[src/rtl/edge_threshold_pkg.sv]
// Shared defaults, pixel constants and width helper for the filter op stages.
package edge_threshold_pkg;

    localparam int unsigned DEF_DWIDTH     = 8;
    localparam int unsigned DEF_IMG_WIDTH  = 720;
    localparam int unsigned DEF_IMG_HEIGHT = 540;

    // Binarized pixel levels shared by thresholding and morphology stages.
    localparam logic [DEF_DWIDTH-1:0] PIX_ON  = '1;
    localparam logic [DEF_DWIDTH-1:0] PIX_OFF = '0;

    // Bits needed to index 0..value-1; never returns less than 1.
    function automatic int unsigned clog2(input int unsigned value);
        int unsigned w;
        w = 1;
        while ((64'd1 << w) < 64'(value)) begin
            w = w + 1;
        end
        return w;
    endfunction

endpackage

[src/rtl/edge_threshold_position.sv]
// Raster position tracker: col/row counters with frame wrap, first/last
// pixel flags and a border flag for masking BORDER pixels at each edge.
module pixel_position_counter
    import edge_threshold_pkg::*;
#(
    parameter int unsigned IMG_WIDTH  = DEF_IMG_WIDTH,
    parameter int unsigned IMG_HEIGHT = DEF_IMG_HEIGHT,
    parameter int unsigned BORDER     = 1
) (
    input  logic clock,
    input  logic reset,
    input  logic advance,
    output logic first,
    output logic last,
    output logic border
);

    localparam int unsigned CW = clog2(IMG_WIDTH);
    localparam int unsigned RW = clog2(IMG_HEIGHT);
    localparam logic [CW-1:0] COL_LAST = CW'(IMG_WIDTH - 1);
    localparam logic [RW-1:0] ROW_LAST = RW'(IMG_HEIGHT - 1);

    logic [CW-1:0] col;
    logic [RW-1:0] row;
    logic          col_end;
    logic          row_end;

    assign col_end = (col == COL_LAST);
    assign row_end = (row == ROW_LAST);
    assign first   = (col == '0) && (row == '0);
    assign last    = col_end && row_end;

    // Step through the raster on each accepted pixel, wrapping at row and frame end.
    always_ff @(posedge clock or posedge reset) begin
        if (reset) begin
            col <= '0;
            row <= '0;
        end else if (advance) begin
            if (col_end) begin
                col <= '0;
                row <= row_end ? '0 : row + RW'(1);
            end else begin
                col <= col + CW'(1);
            end
        end
    end

    generate
        if (BORDER == 0) begin : g_no_border
            assign border = 1'b0;
        end else begin : g_border
            localparam logic [CW-1:0] COL_LO = CW'(BORDER);
            localparam logic [CW-1:0] COL_HI = CW'(IMG_WIDTH - BORDER);
            localparam logic [RW-1:0] ROW_LO = RW'(BORDER);
            localparam logic [RW-1:0] ROW_HI = RW'(IMG_HEIGHT - BORDER);
            assign border = (col < COL_LO) || (col >= COL_HI) ||
                            (row < ROW_LO) || (row >= ROW_HI);
        end
    endgenerate

endmodule

[src/rtl/edge_threshold.sv]
// Binarizes Sobel magnitudes against a per-frame threshold, masks the image
// border, forwards results through a one-entry output register and reports
// the edge-pixel count of each completed frame.
module edge_threshold
    import edge_threshold_pkg::*;
#(
    parameter int unsigned IMG_WIDTH  = DEF_IMG_WIDTH,
    parameter int unsigned IMG_HEIGHT = DEF_IMG_HEIGHT,
    parameter int unsigned DWIDTH     = DEF_DWIDTH,
    parameter int unsigned BORDER     = 1,
    parameter int unsigned CNT_WIDTH  = 20
) (
    input  logic                 clock,
    input  logic                 reset,
    input  logic [DWIDTH-1:0]    threshold,
    output logic                 fifo_in_rd_en,
    input  logic [DWIDTH-1:0]    fifo_in_dout,
    input  logic                 fifo_in_empty,
    output logic                 fifo_out_wr_en,
    output logic [DWIDTH-1:0]    fifo_out_din,
    input  logic                 fifo_out_full,
    output logic                 frame_done,
    output logic [CNT_WIDTH-1:0] edge_count
);

    logic                 out_valid;
    logic [DWIDTH-1:0]    out_data;
    logic [DWIDTH-1:0]    thr_q;
    logic [DWIDTH-1:0]    thr;
    logic [DWIDTH-1:0]    result;
    logic [CNT_WIDTH-1:0] running;
    logic                 accept;
    logic                 edge_px;
    logic                 first_px;
    logic                 last_px;
    logic                 border_px;

    pixel_position_counter #(
        .IMG_WIDTH  (IMG_WIDTH),
        .IMG_HEIGHT (IMG_HEIGHT),
        .BORDER     (BORDER)
    ) u_pos (
        .clock   (clock),
        .reset   (reset),
        .advance (accept),
        .first   (first_px),
        .last    (last_px),
        .border  (border_px)
    );

    // Pop whenever a pixel is available and the output register is free or
    // draining this cycle; held low while in reset so no pixel is lost.
    assign accept         = ~reset & ~fifo_in_empty & (~out_valid | ~fifo_out_full);
    assign fifo_in_rd_en  = accept;
    assign fifo_out_wr_en = out_valid & ~fifo_out_full;
    assign fifo_out_din   = out_data;

    // Threshold compare against the live input on the first pixel, latched value after.
    always_comb begin
        thr     = first_px ? threshold : thr_q;
        edge_px = ~border_px & (fifo_in_dout >= thr);
        result  = edge_px ? '1 : '0;
    end

    // Output register: refill on accept, otherwise empty once pushed downstream.
    always_ff @(posedge clock or posedge reset) begin
        if (reset) begin
            out_valid <= 1'b0;
            out_data  <= '0;
        end else if (accept) begin
            out_valid <= 1'b1;
            out_data  <= result;
        end else if (fifo_out_wr_en) begin
            out_valid <= 1'b0;
        end
    end

    // Latch the frame threshold when the first pixel of a frame is taken.
    always_ff @(posedge clock or posedge reset) begin
        if (reset) begin
            thr_q <= '0;
        end else if (accept && first_px) begin
            thr_q <= threshold;
        end
    end

    // Per-frame edge count, published with a one-cycle done pulse at frame end.
    always_ff @(posedge clock or posedge reset) begin
        if (reset) begin
            running    <= '0;
            edge_count <= '0;
            frame_done <= 1'b0;
        end else begin
            frame_done <= 1'b0;
            if (accept) begin
                if (last_px) begin
                    edge_count <= running + CNT_WIDTH'(edge_px);
                    running    <= '0;
                    frame_done <= 1'b1;
                end else begin
                    running <= running + CNT_WIDTH'(edge_px);
                end
            end
        end
    end

endmodule

[config.mk]
export PLATFORM = sky130hd
export DESIGN_NAME = edge_threshold
export DESIGN_NICKNAME = d
export VERILOG_FILES = /design/src/rtl/edge_threshold_pkg.sv /design/src/rtl/edge_threshold_position.sv /design/src/rtl/edge_threshold.sv
export SDC_FILE = /design/constraint.sdc
export NUM_CORES = 1
export LEC_CHECK = 0
export CAP_MARGIN = 20
export CORE_ASPECT_RATIO = 0.7
export CORE_MARGIN = 3
export CORE_UTILIZATION = 35
export DETAILED_ROUTE_END_ITERATION = 6
export GPL_TIMING_DRIVEN = 0
export PLACE_DENSITY = 0.64
export SYNTH_ARGS = -nofsm -noshare
export SYNTH_HDL_FRONTEND = slang
export SYNTH_SLANG_ARGS = --single-unit
[constraint.sdc]
create_clock -name clock -period 6.6 [get_ports clock]
set_input_delay 1.32 -clock clock [delete_from_list [all_inputs] [get_ports clock]]
set_output_delay 1.32 -clock clock [all_outputs]
set_load 0.05 [all_outputs]
==> run_results.csv <==
group,metric,value,unit
clock_tree,insertion_delay,330,ps
worst_setup_path,timing.critical_path.to_type,"flop",
global_routing,grt_pass1_vias,2893,
yosys,synthTopCellsByCount,"71 x dfrtp_1, 50 x nand2_1, 46 x o21ai_0",
floorplan,boundaryPins,51,
routing,dr_total_vias,3084,
clock_tree,post_cts_buffers,0,
routing,route.detailed.wl_per_inst,14.0,µm
run_status,outcome,"completed",
worst_setup_path,crit_path_start_kind,"flop",
place,gp_congestion,0.822,
hold_path,worst_hold_path_type,"flop to flop",
clock_tree,clock_tree.htree_level_count,3,
sta,final_critical_path_setup_slack,1220,ps
layout,fillerInstances,990,
sta,setup_violations,0,
global_routing,grt_start_max_net_pins,71,
global_routing,grt_first_pass_wirelength,14.3,mm
global_routing,grt_use_met1,21.3,%
routing,drt_pass1_iterations,5,
floorplan,core.rowCount,31,
sta,maxClockFrequency,186,MHz
routing,post-route-drc-count,0,
yosys,netlist_top_cells_area,"dfrtp_1 46%, o21ai_0 5.9%, ha_1 5.2%",
floorplan,core_area,10600,µm²
yosys,yosys.cell_count.top_type,"dfrtp_1",
global_routing,grt_usage,14.2,%
yosys,synth_largest_type_area_fraction,45.8,%
yosys,syn-instance-count,398,
worst_setup_path,crit_fanout,9,
yosys,synthFlopType,"dfrtp_1",
yosys,yosys_warnings,0,
pwr,pwr_density_cell,283,nW/µm²
layout,fraction_of_final_layout_cells_with_drive_strength_greater_than_1,10.1,%
sta,timing.final.max_slew_violations,0,
sta,layout_worst_path_cycle_share,81.5,%
yosys,avgSynthCellArea,9.75,µm²
clock_tree,cts_tree,"yes",
yosys,syn_nets,434,
global_routing,globalRouteMet2Util,20.2,%
clock_tree,clock_path_buffers,2,
floorplan,floorplan.die.width,132,µm
yosys,fraction_of_the_yosys_area_taken_by_sequential_cells,45.8,%
yosys,synthDistinctLibCells,48,
worst_setup_path,worst-setup-path-type,"flop to flop",
yosys,synth_async_reset_ratio,100,%
floorplan,die-height,94.1,µm
floorplan,initial_utilization,36.6,%
floorplan,design.die.area,12400,µm²
routing,final_antenna_net_count,0,
place,detailedPlacementHpwl,6.20,mm
sta,fin_skew,9.24,ps
yosys,synth.ff_latch_count,71,
routing,wl,8.59,mm
sta,totalNegativeSetupSlack,0,ps
clock_tree,ctsRootBufferMaster,"clkbuf_16",
global_routing,met3_global_route_usage,2.84,%
global_routing,gr_peak_layer,"met1",
flow_run,maxCapViolCount,0,
clock_tree,clock_sinks,71,
yosys,largest_area_contributor_in_the_synthesized_netlist,"dfrtp_1",
sta,timing_hold_violations_final,0,
place,placement.io_buffers,50,
clock_tree,cts_resized,0,
clock_tree,clock_transition_at_path_regs,60,ps
global_routing,grt_antenna_before_repair,0,
sta,worstMarginPinSlew,981,ps
clock_tree,cts_hold_repair.buffers,0,
yosys,number_of_synthesized_flops_with_an_enable_pin,0,
sta,timing.hold.ws,478,ps
sta,slew_headroom,34.0,%
pwr,ir_worst_vdd,0.000189,V
sta,rsz0062_at_grt,"false",
routing,detail_route.vias_per_cell,5.03,
layout,area.growth.synth_to_final,26.7,%
layout,antenna-diode-count,0,
worst_setup_path,cp.arrival,5570,ps
worst_setup_path,worstPathRequired,6790,ps
pwr,leakagePower,0.00219,µW
clock_tree,tritoncts.num_buffers,9,
yosys,post_synth_instance_area,3880,µm²
place,detailedPlace.worstSlack,1250,ps
global_routing,grt_overflow,0,
sta,timing.final.crit_period,5380,ps
routing,initial_detailed_routing_violation_count,248,
layout,number_of_nets_in_the_layout,496,
## per-stage QoR
step | power (µW) | cell area, µm² | instances | util [%]
floorplan | 773 | 3880 | 398 | -
global placement | 871 | 4570 | 596 | 43.1
detailed placement | 881 | 4600 | 597 | 43.4
CTS | 1400 | 4920 | 613 | 46.4
global route | 1460 | 4920 | 613 | 46.4
finish | 1390 | 4920 | 613 | 46.4
## metal layers
layer | up-vias | part of all wire [%]
met2 | 62 | 42
met3 | 4 | 4.1
li1 | 1533 | -
met1 | 1485 | 53
met4 | 0 | 0.62
met5 | - | 0
## where the power goes
part	internal [µW]	total [µW]	switching, µW	leakage, µW
Combinational	155	356	201	0.00110
Sequential	474	516	41.8	0.000948
Clock	331	519	188	0.000148
Total	961	1390	431	0.00219
## layout make-up
class,instances,area [µm²],area share (%)
Timing Repair Buffer,51,528,10.7
Sequential cell,71,1780,36.1
Clock inverter,7,96.3,1.96
Buffer,28,149,3.03
Inverter,12,47.5,0.967
Clock buffer,9,225,4.58
Multi-Input combinational cell,287,1910,38.8
Tap cell,148,185,3.77
## cell families after synthesis
kind of cell	after synthesis	share of synthesized area, %
multiplexers	21	6.58
buffers and inverters	40	5.00
AO/OA/AOI/OAI	84	13.4
XOR/XNOR	28	6.32
AND/OR/NAND/NOR	138	17.8
flip-flops	71	45.8
adder cells (fa/ha/maj)	16	5.16
## worst max-delay path, cell delays in order (launching register included)
cell and delay, ps:
dfrtp_1 420, or4_4 600, or4_4 530, buf_6 170, mux2_2 270, ha_1 260, nand2b_1 80, a2111oi_0 90
a211o_1 310, a211oi_1 590, ha_1 320, nand4_1 170, nor4_1 880, nand3_1 250, xor2_1 200, o21ai_0 90
## final timing paths
kind                                 from             end  slack [ps]  cells after the start
setup / recovery             u_pos.row[8]  edge_count[17]        1220                     15
setup reg to reg             u_pos.row[8]  edge_count[17]        1220                     15
hold / removal             edge_count[17]  edge_count[17]         480                      2
hold reg to reg            edge_count[17]  edge_count[17]         480                      2
min in group asynchronous           reset       out_valid        1250                      2
max in group asynchronous           reset  edge_count[11]        4830                      3
## sequential cells by signal (all words and copies together), names as in the netlist
name          count
u_pos.row        10
out_valid         1
fifo_out_din      1
u_pos.col        10
frame_done        1
thr_q             8
running          20
edge_count       20
## placed cells by master (no fill, tap or decap), types with 6 or more instances in the layout
cell type and n:
dfrtp_1 71, nand2_1 50, clkdlybuf4s50_1 50, o21ai_0 46
clkbuf_1 16, ha_1 16, nand3_1 15, nor2_1 15
xor2_1 15, xnor2_1 13, nand4_1 12, inv_1 11
nor3_1 11, mux2i_1 9, clkbuf_16 9, a21o_1 8
mux2_4 8, nor4_1 7, buf_4 7, o31ai_1 6
a21oi_1 6
Power figures use the tool's default switching activity.
